**config.mk**
```make
export PLATFORM = sky130hd
export DESIGN_NAME = alu_exec_stage
export DESIGN_NICKNAME = d
export VERILOG_FILES = /design/src/rtl/alu_pkg.sv /design/src/rtl/alu_comb.sv /design/src/rtl/alu_exec_stage.sv
export SDC_FILE = /design/constraint.sdc
export NUM_CORES = 1
export LEC_CHECK = 0
export ABC_AREA = 1
export ABC_CLOCK_PERIOD_IN_PS = 3600
export BUFFER_PORTS_ARGS = -buffer_cell sky130_fd_sc_hd__buf_4
export CAP_MARGIN = 20
export CORE_MARGIN = 10
export CORE_UTILIZATION = 62
export DETAILED_ROUTE_END_ITERATION = 16
export GPL_TIMING_DRIVEN = 0
export PLACE_DENSITY = 0.9
export SLEW_MARGIN = 10
export SYNTH_ARGS = -nofsm -noshare
export SYNTH_HDL_FRONTEND = slang
export SYNTH_SLANG_ARGS = --single-unit
```
**constraint.sdc**
```tcl
create_clock -name clk -period 3.6 [get_ports clk]
set_clock_uncertainty 0.2 [all_clocks]
set_input_delay 1.08 -clock clk [delete_from_list [all_inputs] [get_ports clk]]
set_output_delay 1.08 -clock clk [all_outputs]
set_load 0.02 [all_outputs]
```
**src/rtl/alu_pkg.sv**
```systemverilog
// alu_pkg: shared definitions for the MIPS execute stage.
//   - ALU operation codes, also used by the ALU control decoder upstream.
//   - FSM state encoding for alu_exec_stage.
package alu_pkg;

  localparam logic [3:0] ALU_AND    = 4'd0;
  localparam logic [3:0] ALU_OR     = 4'd1;
  localparam logic [3:0] ALU_ADD    = 4'd2;
  localparam logic [3:0] ALU_PASS_A = 4'd3;  // jr: forward rs unchanged
  localparam logic [3:0] ALU_SLL    = 4'd4;
  localparam logic [3:0] ALU_SRL    = 4'd5;
  localparam logic [3:0] ALU_SUB    = 4'd6;
  localparam logic [3:0] ALU_SLT    = 4'd7;

  typedef enum logic {
    S_IDLE  = 1'b0,
    S_SHIFT = 1'b1
  } state_t;

endpackage

```
**src/rtl/alu_comb.sv**
```systemverilog
// alu_comb: purely combinational datapath for the single-cycle ALU ops.
//   Ports:
//     alu_ctl  in  4      operation code (alu_pkg ALU_* codes)
//     a, b     in  WIDTH  operands
//     result   out WIDTH  AND/OR/ADD/SUB/SLT/PASS_A result; SLL/SRL return b
//                         unchanged (only zero-amount shifts are routed here);
//                         codes 8-15 return 0
//     overflow out 1      signed overflow of ADD/SUB (only when the
//                         OVERFLOW_TRAP_EN macro is defined)
module alu_comb
  import alu_pkg::*;
#(
  parameter int WIDTH = 32
) (
  input  logic [3:0]       alu_ctl,
  input  logic [WIDTH-1:0] a,
  input  logic [WIDTH-1:0] b,
  output logic [WIDTH-1:0] result
`ifdef OVERFLOW_TRAP_EN
  ,
  output logic             overflow
`endif
);

  logic [WIDTH-1:0] and_bits;
  logic [WIDTH-1:0] or_bits;
  logic [WIDTH-1:0] sum;
  logic [WIDTH-1:0] diff;
  logic             slt_bit;

  genvar gi;
  generate
    for (gi = 0; gi < WIDTH; gi++) begin : g_logic_lane
      assign and_bits[gi] = a[gi] & b[gi];
      assign or_bits[gi]  = a[gi] | b[gi];
    end
  endgenerate

  // Both wrap modulo 2**WIDTH.
  assign sum     = a + b;
  assign diff    = a - b;
  assign slt_bit = ($signed(a) < $signed(b));

  always_comb begin
    result = '0;
    case (alu_ctl)
      ALU_AND:    result = and_bits;
      ALU_OR:     result = or_bits;
      ALU_ADD:    result = sum;
      ALU_PASS_A: result = a;
      ALU_SLL:    result = b;
      ALU_SRL:    result = b;
      ALU_SUB:    result = diff;
      ALU_SLT:    result = {{(WIDTH-1){1'b0}}, slt_bit};
      default:    result = '0;
    endcase
  end

`ifdef OVERFLOW_TRAP_EN
  // Signed overflow: for ADD the operands agree in sign but the sum does not;
  // for SUB the operands differ in sign and the difference takes b's sign.
  logic add_ovf;
  logic sub_ovf;
  assign add_ovf  = (a[WIDTH-1] == b[WIDTH-1]) && (sum[WIDTH-1]  != a[WIDTH-1]);
  assign sub_ovf  = (a[WIDTH-1] != b[WIDTH-1]) && (diff[WIDTH-1] != a[WIDTH-1]);
  assign overflow = ((alu_ctl == ALU_ADD) && add_ovf) ||
                    ((alu_ctl == ALU_SUB) && sub_ovf);
`endif

endmodule

```
**src/rtl/alu_exec_stage.sv**
```systemverilog
// alu_exec_stage: registered MIPS execute stage.
//   Single-cycle ops (and zero-amount shifts) complete on the accept edge.
//   SLL/SRL with Shamt=n>0 run on a serial shifter, one bit per cycle; the
//   stage raises StallReq for the n SHIFT cycles so upstream holds the next
//   instruction. Flush squashes any accept or in-progress shift.
//   Optional macro OVERFLOW_TRAP_EN adds the Overflow output; on signed
//   ADD/SUB overflow RegWriteOut is suppressed.
//   Ports:
//     clk, rst_n                 clock, asynchronous active-low reset
//     InValid, ALUCtl, A, B,     ID/EX instruction, operands, shift amount
//     Shamt
//     RegWriteIn, WriteRegIn     write-back control carried from ID/EX
//     Flush                      synchronous squash
//     OutValid, Result, Zero     registered result and flags
//     RegWriteOut, WriteRegOut   registered write-back control
//     StallReq                   high while a serial shift is running
//     Overflow                   (OVERFLOW_TRAP_EN only) signed overflow
//   SHAMT_W must satisfy 2**SHAMT_W >= WIDTH.
module alu_exec_stage
  import alu_pkg::*;
#(
  parameter int WIDTH   = 32,
  parameter int SHAMT_W = 5
) (
  input  logic               clk,
  input  logic               rst_n,
  input  logic               InValid,
  input  logic [3:0]         ALUCtl,
  input  logic [WIDTH-1:0]   A,
  input  logic [WIDTH-1:0]   B,
  input  logic [SHAMT_W-1:0] Shamt,
  input  logic               RegWriteIn,
  input  logic [4:0]         WriteRegIn,
  input  logic               Flush,
  output logic               OutValid,
  output logic [WIDTH-1:0]   Result,
  output logic               Zero,
  output logic               RegWriteOut,
  output logic [4:0]         WriteRegOut,
  output logic               StallReq
`ifdef OVERFLOW_TRAP_EN
  ,
  output logic               Overflow
`endif
);

  state_t             state_reg;
  logic [WIDTH-1:0]   shift_reg;
  logic [SHAMT_W-1:0] count_reg;
  logic               dir_left_reg;   // 1: SLL, 0: SRL
  logic               rw_hold_reg;
  logic [4:0]         wr_hold_reg;

  logic               out_valid_reg;
  logic [WIDTH-1:0]   result_reg;
  logic               zero_reg;
  logic               reg_write_reg;
  logic [4:0]         write_reg_reg;
  logic               overflow_reg;

  logic [WIDTH-1:0]   comb_result;
  logic               comb_ovf;
  logic [WIDTH-1:0]   shifted_next;
  logic               is_shift;

  alu_comb #(
    .WIDTH (WIDTH)
  ) u_alu_comb (
    .alu_ctl  (ALUCtl),
    .a        (A),
    .b        (B),
    .result   (comb_result)
`ifdef OVERFLOW_TRAP_EN
    ,
    .overflow (comb_ovf)
`endif
  );

`ifndef OVERFLOW_TRAP_EN
  assign comb_ovf = 1'b0;
`endif

  assign is_shift     = (ALUCtl == ALU_SLL) || (ALUCtl == ALU_SRL);
  assign shifted_next = dir_left_reg ? (shift_reg << 1) : (shift_reg >> 1);

  always_ff @(posedge clk or negedge rst_n) begin
    if (!rst_n) begin
      state_reg     <= S_IDLE;
      shift_reg     <= '0;
      count_reg     <= '0;
      dir_left_reg  <= 1'b0;
      rw_hold_reg   <= 1'b0;
      wr_hold_reg   <= '0;
      out_valid_reg <= 1'b0;
      result_reg    <= '0;
      zero_reg      <= 1'b0;
      reg_write_reg <= 1'b0;
      write_reg_reg <= '0;
      overflow_reg  <= 1'b0;
    end else if (Flush) begin
      // Squash wins over accept and over an in-progress shift.
      state_reg     <= S_IDLE;
      count_reg     <= '0;
      out_valid_reg <= 1'b0;
      reg_write_reg <= 1'b0;
      overflow_reg  <= 1'b0;
    end else begin
      case (state_reg)
        S_IDLE: begin
          if (InValid) begin
            if (is_shift && (Shamt != '0)) begin
              shift_reg     <= B;
              dir_left_reg  <= (ALUCtl == ALU_SLL);
              rw_hold_reg   <= RegWriteIn;
              wr_hold_reg   <= WriteRegIn;
              count_reg     <= Shamt;
              out_valid_reg <= 1'b0;
              state_reg     <= S_SHIFT;
            end else begin
              result_reg    <= comb_result;
              zero_reg      <= (comb_result == '0);
              // Overflowing ADD/SUB must not reach the register file.
              reg_write_reg <= RegWriteIn & ~comb_ovf;
              write_reg_reg <= WriteRegIn;
              overflow_reg  <= comb_ovf;
              out_valid_reg <= 1'b1;
            end
          end else begin
            out_valid_reg <= 1'b0;
          end
        end
        S_SHIFT: begin
          if (count_reg == SHAMT_W'(1)) begin
            // Final bit: publish directly from the shifter's next value.
            result_reg    <= shifted_next;
            zero_reg      <= (shifted_next == '0);
            reg_write_reg <= rw_hold_reg;
            write_reg_reg <= wr_hold_reg;
            overflow_reg  <= 1'b0;
            out_valid_reg <= 1'b1;
            count_reg     <= '0;
            state_reg     <= S_IDLE;
          end else begin
            shift_reg     <= shifted_next;
            count_reg     <= count_reg - SHAMT_W'(1);
            out_valid_reg <= 1'b0;
          end
        end
        default: state_reg <= S_IDLE;
      endcase
    end
  end

  // Decoded from state only: no combinational path from the inputs.
  assign StallReq    = (state_reg == S_SHIFT);
  assign OutValid    = out_valid_reg;
  assign Result      = result_reg;
  assign Zero        = zero_reg;
  assign RegWriteOut = reg_write_reg;
  assign WriteRegOut = write_reg_reg;

`ifdef OVERFLOW_TRAP_EN
  assign Overflow = overflow_reg;
`else
  // Never set without the trap feature; kept so the reset/flush logic is
  // identical in both builds.
  logic unused_ovf;
  assign unused_ovf = overflow_reg;
`endif

endmodule

```
==> results.py, run 1 <==
metrics = {
    "synthesis": {
        "postSynthCellCount": 1890,
        "synth.most_common_cell": "nand2_1",
        "yosysSeqAreaShare": 0.195,
        "syn_avg_cell_area_um2": 5.78,
        "yosys_warnings": 0,
        "syn_nets": 2076,
        "syn_area_um2": 10900,
        "synth-edff-count": 0,
        "synthFlopType": "dfrtp_1",
        "synth_top_area_frac": 0.197,
        "synth_largest_area_cell": "nand2_1",
        "ys_ff_latch": 85,
        "ys_top_cells_by_count": "573 x nand2_1, 318 x inv_1, 191 x nor2_1",
        "synthArstFlopShare": 1.00,
        "synth_area_leaders": "nand2_1 20%, dfrtp_1 19%, ha_1 12%",
        "synth.distinct_cells": 44,
    },
    "pwr": {
        "p_sw_frac": 0.459,
        "clock_power_share": 0.225,
        "ir_worst_vdd_uv": 420,
        "p_total_mw": 4.47,
        "p_comb_frac": 0.483,
        "p_int_mw": 2.42,
        "p_leak_nw": 6.96,
        "switching_power_mw": 2.05,
        "power_density_nw_per_um2": 343,
        "seq_power_share": 0.292,
    },
    "worst_setup_path": {
        "cp_slowest_stage_delay_ns": 0.35,
        "timing.rr.start": "StallReq",
        "cp_slowest_cell": "o21ai_0",
        "cp.arrival_ns": 3.65,
        "regToRegSetupSlack_ns": 0.48,
        "crit_type": "input pin to flop",
        "cp_cell_sequence": "buf_4, inv_1, ha_1, clkbuf_4, inv_1, a21oi_2, o21ai_0, a21oi_2, nor2_1, nor2_1, nand2_1, nand2_1, nand3_1, nand2_1, nor2_1, nand2_1, nor2_1, nand2_1, a21oi_1",
        "r2r_end": "shift_reg[8]",
        "critPathRequiredTime_ns": 3.69,
        "path_common_cell": "nand2_1",
        "path_max_fanout": 8,
        "reg2reg_depth": 9,
        "crit_path_end_kind": "flop",
        "startpoint_type": "input pin",
    },
    "global_route": {
        "grt_pass1_wl_um": 70100,
        "grt_pass1_vias": 12900,
        "grtUsageTotal": 0.373,
        "grt_max_degree": 86,
        "grt-ovfl-total": 0,
        "antenna_found_initial": 0,
    },
    "floorplan": {
        "die_x_um": 153,
        "die_h_um": 153,
        "die_area_um2": 23300,
        "initial_utilization": 0.632,
        "core-area_um2": 17300,
        "row_count": 48,
        "ioPinCount": 124,
    },
    "flow_run": {
        "cap_violations": 0,
    },
    "routing": {
        "route.met2.wl_um": 19900,
        "first_iter_violations": 2191,
        "totalWireLength_um": 47600,
        "via_per_inst": 6.27,
        "drc": 0,
        "first_pass_iters": 6,
        "wl_met1_um": 17300,
        "num_vias": 14200,
        "post_drt_wl_per_cell_um": 21.0,
        "wl_met3_um": 6730,
        "final_antenna_net_count": 0,
        "top_layer": "met4",
    },
    "hold_path": {
        "hold_depth": 2,
        "min_path_type": "flop to flop",
        "hold_path_end": "Result[29]",
        "hold_start": "Result[29]",
    },
    "cts": {
        "clk-insertion-delay-late_ns": 0.36,
        "ctsHoldBuffers": 0,
        "htree_levels": 3,
        "cts-root-buf": "clkbuf_16",
        "clock-sinks": 85,
        "clk_pin_slew_ns": 0.07,
        "cts_tree": "yes",
        "clk_path_buf_depth": 2,
        "cts_made_buffers": 9,
    },
    "status": {
        "status": "completed",
    },
    "timing": {
        "fin_crit_ns": 3.56,
        "max_slew_margin": 0.380,
        "holdWs_ns": 0.293,
        "hold_viol": 0,
        "fin_setup_tns_ns": 0,
        "fin_crit_sh": 0.990,
        "setup_slack_ns": 0.0352,
        "worstMarginPinSlew_ns": 0.931,
        "fmax_ghz": 0.281,
        "finalSetupViolCount": 0,
        "slew_violations": 0,
    },
    "placed_design": {
        "dp_slack_ns": -0.833,
        "gp_congestion": 1.14,
        "dp_hpwl_um": 36700,
        "io_buffers": 123,
        "dp_cells": 2238,
        "placed_area_um2": 12100,
    },
    "final_layout": {
        "diodes": 0,
        "areaGrowthSynthToFinish_pct": 19.4,
        "drive_above_1_share": 0.162,
        "fin_cells": 2264,
        "final_area_um2": 13000,
        "final_util": 0.754,
        "final_nets": 2220,
    },
}
-- cell type report --
| type | instances | area [µm²] |
|---|---|---|
| multi-input combinational | 1411 | 7680 |
| buffer | 66 | 345 |
| inverter | 326 | 1270 |
| clock buffer | 9 | 225 |
| sequential | 85 | 2130 |
| tap | 225 | 282 |
| clock inverter | 7 | 91.3 |
| fill | 1443 | 4250 |
| timing repair buffer | 135 | 1030 |
-- worst max path at each step --
| stage | slack (ns) | end | depth (start not counted) | start |
|---|---|---|---|---|
| after global routing | -0.03 | Zero | 21 | B[7] |
| after floorplan | 0.39 | Zero | 16 | A[0] |
| final | 0.04 | Zero | 19 | B[21] |
| after detailed placement | -0.83 | Zero | 19 | B[13] |
| after CTS | 0.001 | Zero | 19 | B[13] |
| after global placement | -0.82 | Zero | 19 | B[13] |
-- kinds of logic after synthesis --
family | after synthesis | synth area share
AND/OR/NAND/NOR | 962 | 0.361
buffers and inverters | 394 | 0.141
AO/OA/AOI/OAI | 343 | 0.181
adder cells (fa/ha/maj) | 103 | 0.119
flip-flops | 85 | 0.195
XOR/XNOR | 2 | 0.00160
multiplexers | 1 | 0.00103
-- cell usage in the layout (no fill, tap or decap), types with 12 or more instances in the layout --
cell type / synthesis / layout
clkinvlp_4: 0 / 12
nor2_2: 7 / 31
dfrtp_1: 85 / 85
inv_1: 318 / 298
nand2_2: 3 / 26
o211ai_1: 21 / 21
a21oi_2: 0 / 12
a211oi_1: 23 / 23
buf_2: 25 / 15
buf_4: 6 / 141
a21oi_1: 64 / 52
a21boi_0: 14 / 13
clkbuf_1: 31 / 30
nand3_2: 4 / 15
nand4_1: 18 / 18
nor2_1: 191 / 157
o22ai_1: 29 / 29
o21ai_0: 159 / 156
nand3_1: 130 / 119
nand2_1: 573 / 546
o21a_1: 14 / 14
inv_2: 6 / 14
nor3_1: 19 / 14
ha_1: 101 / 93
-- power by group through the flow --
stage	registers (mW)	clock network, mW	logic, mW
2_1_floorplan	1.37	0	1.12
3_3_place_gp	1.29	0	1.87
3_5_place_dp	1.30	0	1.92
4_1_cts	1.29	0.990	1.95
5_1_grt	1.32	1.04	2.32
6_report	1.31	1.01	2.16
-- routing by layer --
metal  up-vias  global-route usage
met2      1260               0.567
met3       303              0.0996
li1       6310                   -
met1      6332               0.467
met5         -                   0
met4         0               0.209
-- critical path, delay by kind of cell --
kind	cells	cell delay, ns
buffers and inverters	4	0.63
adders and majority gates	1	0.26
AOI/OAI and AO/OA	4	0.67
and+or+nand+nor	10	1.00
-- what timing repair did --
action                                  CTS  global route
resized for setup                        21           139
pin swaps                                 1            17
hold endpoints to repair                  0             0
buffers inserted                          1            10
endpoints found under the setup margin    7            10
(Power assumes the default switching activity.)
==> inputs of run 2 (changes only) <==
ABC_AREA = unset   (was 1)
PLACE_DENSITY = 0.91   (was 0.9)
SYNTH_HIERARCHICAL = 1   (was unset)
==> results.py, run 2 <==
metrics = {
    "synthesis": {
        "syn_nets": 1385,
        "synth.most_common_cell": "o21ai_0",
        "synth.distinct_cells": 90,
        "ys_ff_latch": 85,
        "postSynthCellCount": 1200,
        "yosysSeqAreaShare": 0.224,
        "synthArstFlopShare": 1.00,
        "synthFlopType": "dfrtp_1",
        "synth_largest_area_cell": "dfrtp_1",
        "syn_area_um2": 9480,
        "syn_avg_cell_area_um2": 7.90,
        "ys_top_cells_by_count": "130 x o21ai_0, 127 x inv_1, 100 x ha_1",
        "synth_top_area_frac": 0.224,
        "synth-edff-count": 0,
        "yosys_warnings": 6,
        "synth_area_leaders": "dfrtp_1 22%, ha_1 13%, o21ai_0 6.9%",
    },
    "hold_path": {
        "hold_start": "rw_hold_reg",
        "min_path_type": "flop to flop",
        "hold_path_end": "rw_hold_reg",
        "hold_depth": 1,
    },
    "worst_setup_path": {
        "cp.arrival_ns": 4.72,
        "timing.rr.start": "dir_left_reg",
        "path_max_fanout": 3,
        "crit_path_end_kind": "flop",
        "critPathRequiredTime_ns": 3.67,
        "reg2reg_depth": 7,
        "r2r_end": "Result[12]",
        "startpoint_type": "input pin",
        "crit_type": "input pin to flop",
        "regToRegSetupSlack_ns": 1.05,
    },
    "routing": {
        "via_per_inst": 7.24,
        "post_drt_wl_per_cell_um": 26.1,
        "totalWireLength_um": 41200,
        "first_pass_iters": 9,
        "drc": 0,
        "final_antenna_net_count": 0,
        "num_vias": 11400,
        "first_iter_violations": 1858,
    },
    "cts": {
        "cts_tree": "yes",
        "clk-insertion-delay-late_ns": 0.35,
        "cts_made_buffers": 9,
        "ctsHoldBuffers": 0,
        "cts-root-buf": "clkbuf_16",
        "clk_pin_slew_ns": 0.07,
        "clock-sinks": 85,
        "clk_path_buf_depth": 2,
        "htree_levels": 3,
    },
    "global_route": {
        "antenna_found_initial": 0,
        "grtUsageTotal": 0.374,
        "grt_pass1_wl_um": 60600,
        "grt_pass1_vias": 10800,
        "grt_max_degree": 86,
        "grt-ovfl-total": 0,
    },
    "floorplan": {
        "row_count": 45,
        "die_x_um": 144,
        "core-area_um2": 15100,
        "ioPinCount": 124,
        "die_area_um2": 20600,
        "initial_utilization": 0.628,
        "die_h_um": 144,
    },
    "final_layout": {
        "regArea_um2": 2130,
        "final_nets": 1566,
        "multi_input_area_um2": 7340,
        "areaGrowthSynthToFinish_pct": 31.3,
        "fill_cells": 906,
        "diodes": 0,
        "drive_above_1_share": 0.308,
        "final_common_cell": "buf_4",
        "final_cell_mix": "161 x buf_4, 116 x inv_1, 101 x o21ai_0, 93 x nand2_1, 85 x dfrtp_1",
    },
    "status": {
        "violations": "negative setup slack",
        "status": "finished with violations",
    },
    "timing": {
        "worstMarginPinSlew_ns": 1.06,
        "setup_slack_ns": -1.05,
        "fin_crit_ns": 4.65,
        "hold_viol": 0,
        "max_slew_margin": 0.293,
        "slew_violations": 0,
        "fin_crit_sh": 1.29,
        "fmax_ghz": 0.215,
        "finalSetupViolCount": 27,
        "rsz0062_at_grt": "yes",
        "fin_setup_tns_ns": -10.54,
    },
    "placed_design": {
        "dp_slack_ns": -1.83,
        "gp_congestion": 1.01,
        "dp_hpwl_um": 28600,
        "io_buffers": 123,
    },
    "pwr": {
        "ir_worst_vdd_uv": 326,
        "p_leak_nw": 5.42,
        "power_density_nw_per_um2": 366,
    },
    "flow_run": {
        "cap_violations": 0,
    },
}
## run 2: cell types whose count changed in the layout (fill, tap and decap cells not counted), sizes merged, moves of 16 or more
cell    delta
a21oi     +32
nand2    -479
buf       +48
nand3    -120
nor2     -127
o22ai     -25
xnor2     +22
inv      -185
mux2i     +36
a222oi    +16
## run 2: how the worst max path moves through the flow
stage | start | end | slack [ns]
2_1_floorplan | A[0] | Zero | -0.80
3_3_place_gp | A[0] | Zero | -1.87
3_5_place_dp | B[4] | Zero | -1.83
4_1_cts | A[0] | Zero | -0.98
5_1_grt | B[1] | Zero | -1.12
6_report | A[0] | Zero | -1.05
## run 2: layout make-up
type,instances,share of cell area
inverters,129,0.0426
clock buffers,9,0.0181
flip-flops and latches,85,0.171
well taps,188,0.0189
multi-input cells,911,0.590
plain buffers,70,0.0377
repair buffers,175,0.116
clock inverters,7,0.00643
## run 2: critical path, cell delays in order
cell and delay (ns):
buf_12 0.10, inv_12 0.03, ha_4 0.16, fa_2 0.39, nor2_4 0.13, o311ai_4 0.14, a211oi_4 0.32, a311oi_4 0.18
nor3_4 0.21, a211oi_4 0.08, buf_6 0.15, o41ai_4 0.33, a2111oi_2 0.13, or3_4 0.42, nor4_2 0.18, nand4_1 0.18
nor3_2 0.22, a41oi_1 0.09, a21oi_1 0.17
## run 2: timing repair
item	in CTS	in global routing
setup endpoints to repair	33	32
pin swaps	65	37
gates resized for setup	166	83
setup buffers	43	13
## run 2: routing by layer
layer	up-vias	GRT usage	routed length [µm]
met2	1088	0.601	18400
met1	5278	0.453	14500
met5	-	0	0
li1	4708	-	-
met3	316	0.0911	5270
met4	0	0.201	2960
## run 2: stage by stage
| step | area (µm²) | hold slack [ns] | power, mW | cells | utilization |
|---|---|---|---|---|---|
| 6_report | 12400 | 0.315 | 4.56 | 1574 | 0.825 |
| 5_1_grt | 12400 | 0.313 | 4.71 | 1574 | 0.825 |
| 4_1_cts | 12000 | 0.306 | 4.30 | 1567 | 0.798 |
| 3_5_place_dp | 10800 | 0.292 | 3.12 | 1511 | 0.714 |
| 3_3_place_gp | 10800 | 0.265 | 3.06 | 1511 | 0.714 |
| 2_1_floorplan | 9610 | 0.251 | 2.45 | 1200 | - |
## run 2: power breakdown
group	switching, mW	leakage, nW	internal (mW)
Clock	0.430	0.149	0.549
Sequential	0.232	1.08	1.17
Combinational	1.29	4.19	0.887
Total	1.95	5.42	2.61
## run 2: cells by family after synthesis
kind of cell,count (synthesis),share of synthesized area
multiplexers,45,0.0487
XOR/XNOR,28,0.0259
AND/OR/NAND/NOR,286,0.145
flip-flops,85,0.224
buffers and inverters,204,0.0963
AO/OA/AOI/OAI,450,0.323
adder cells (fa/ha/maj),102,0.136
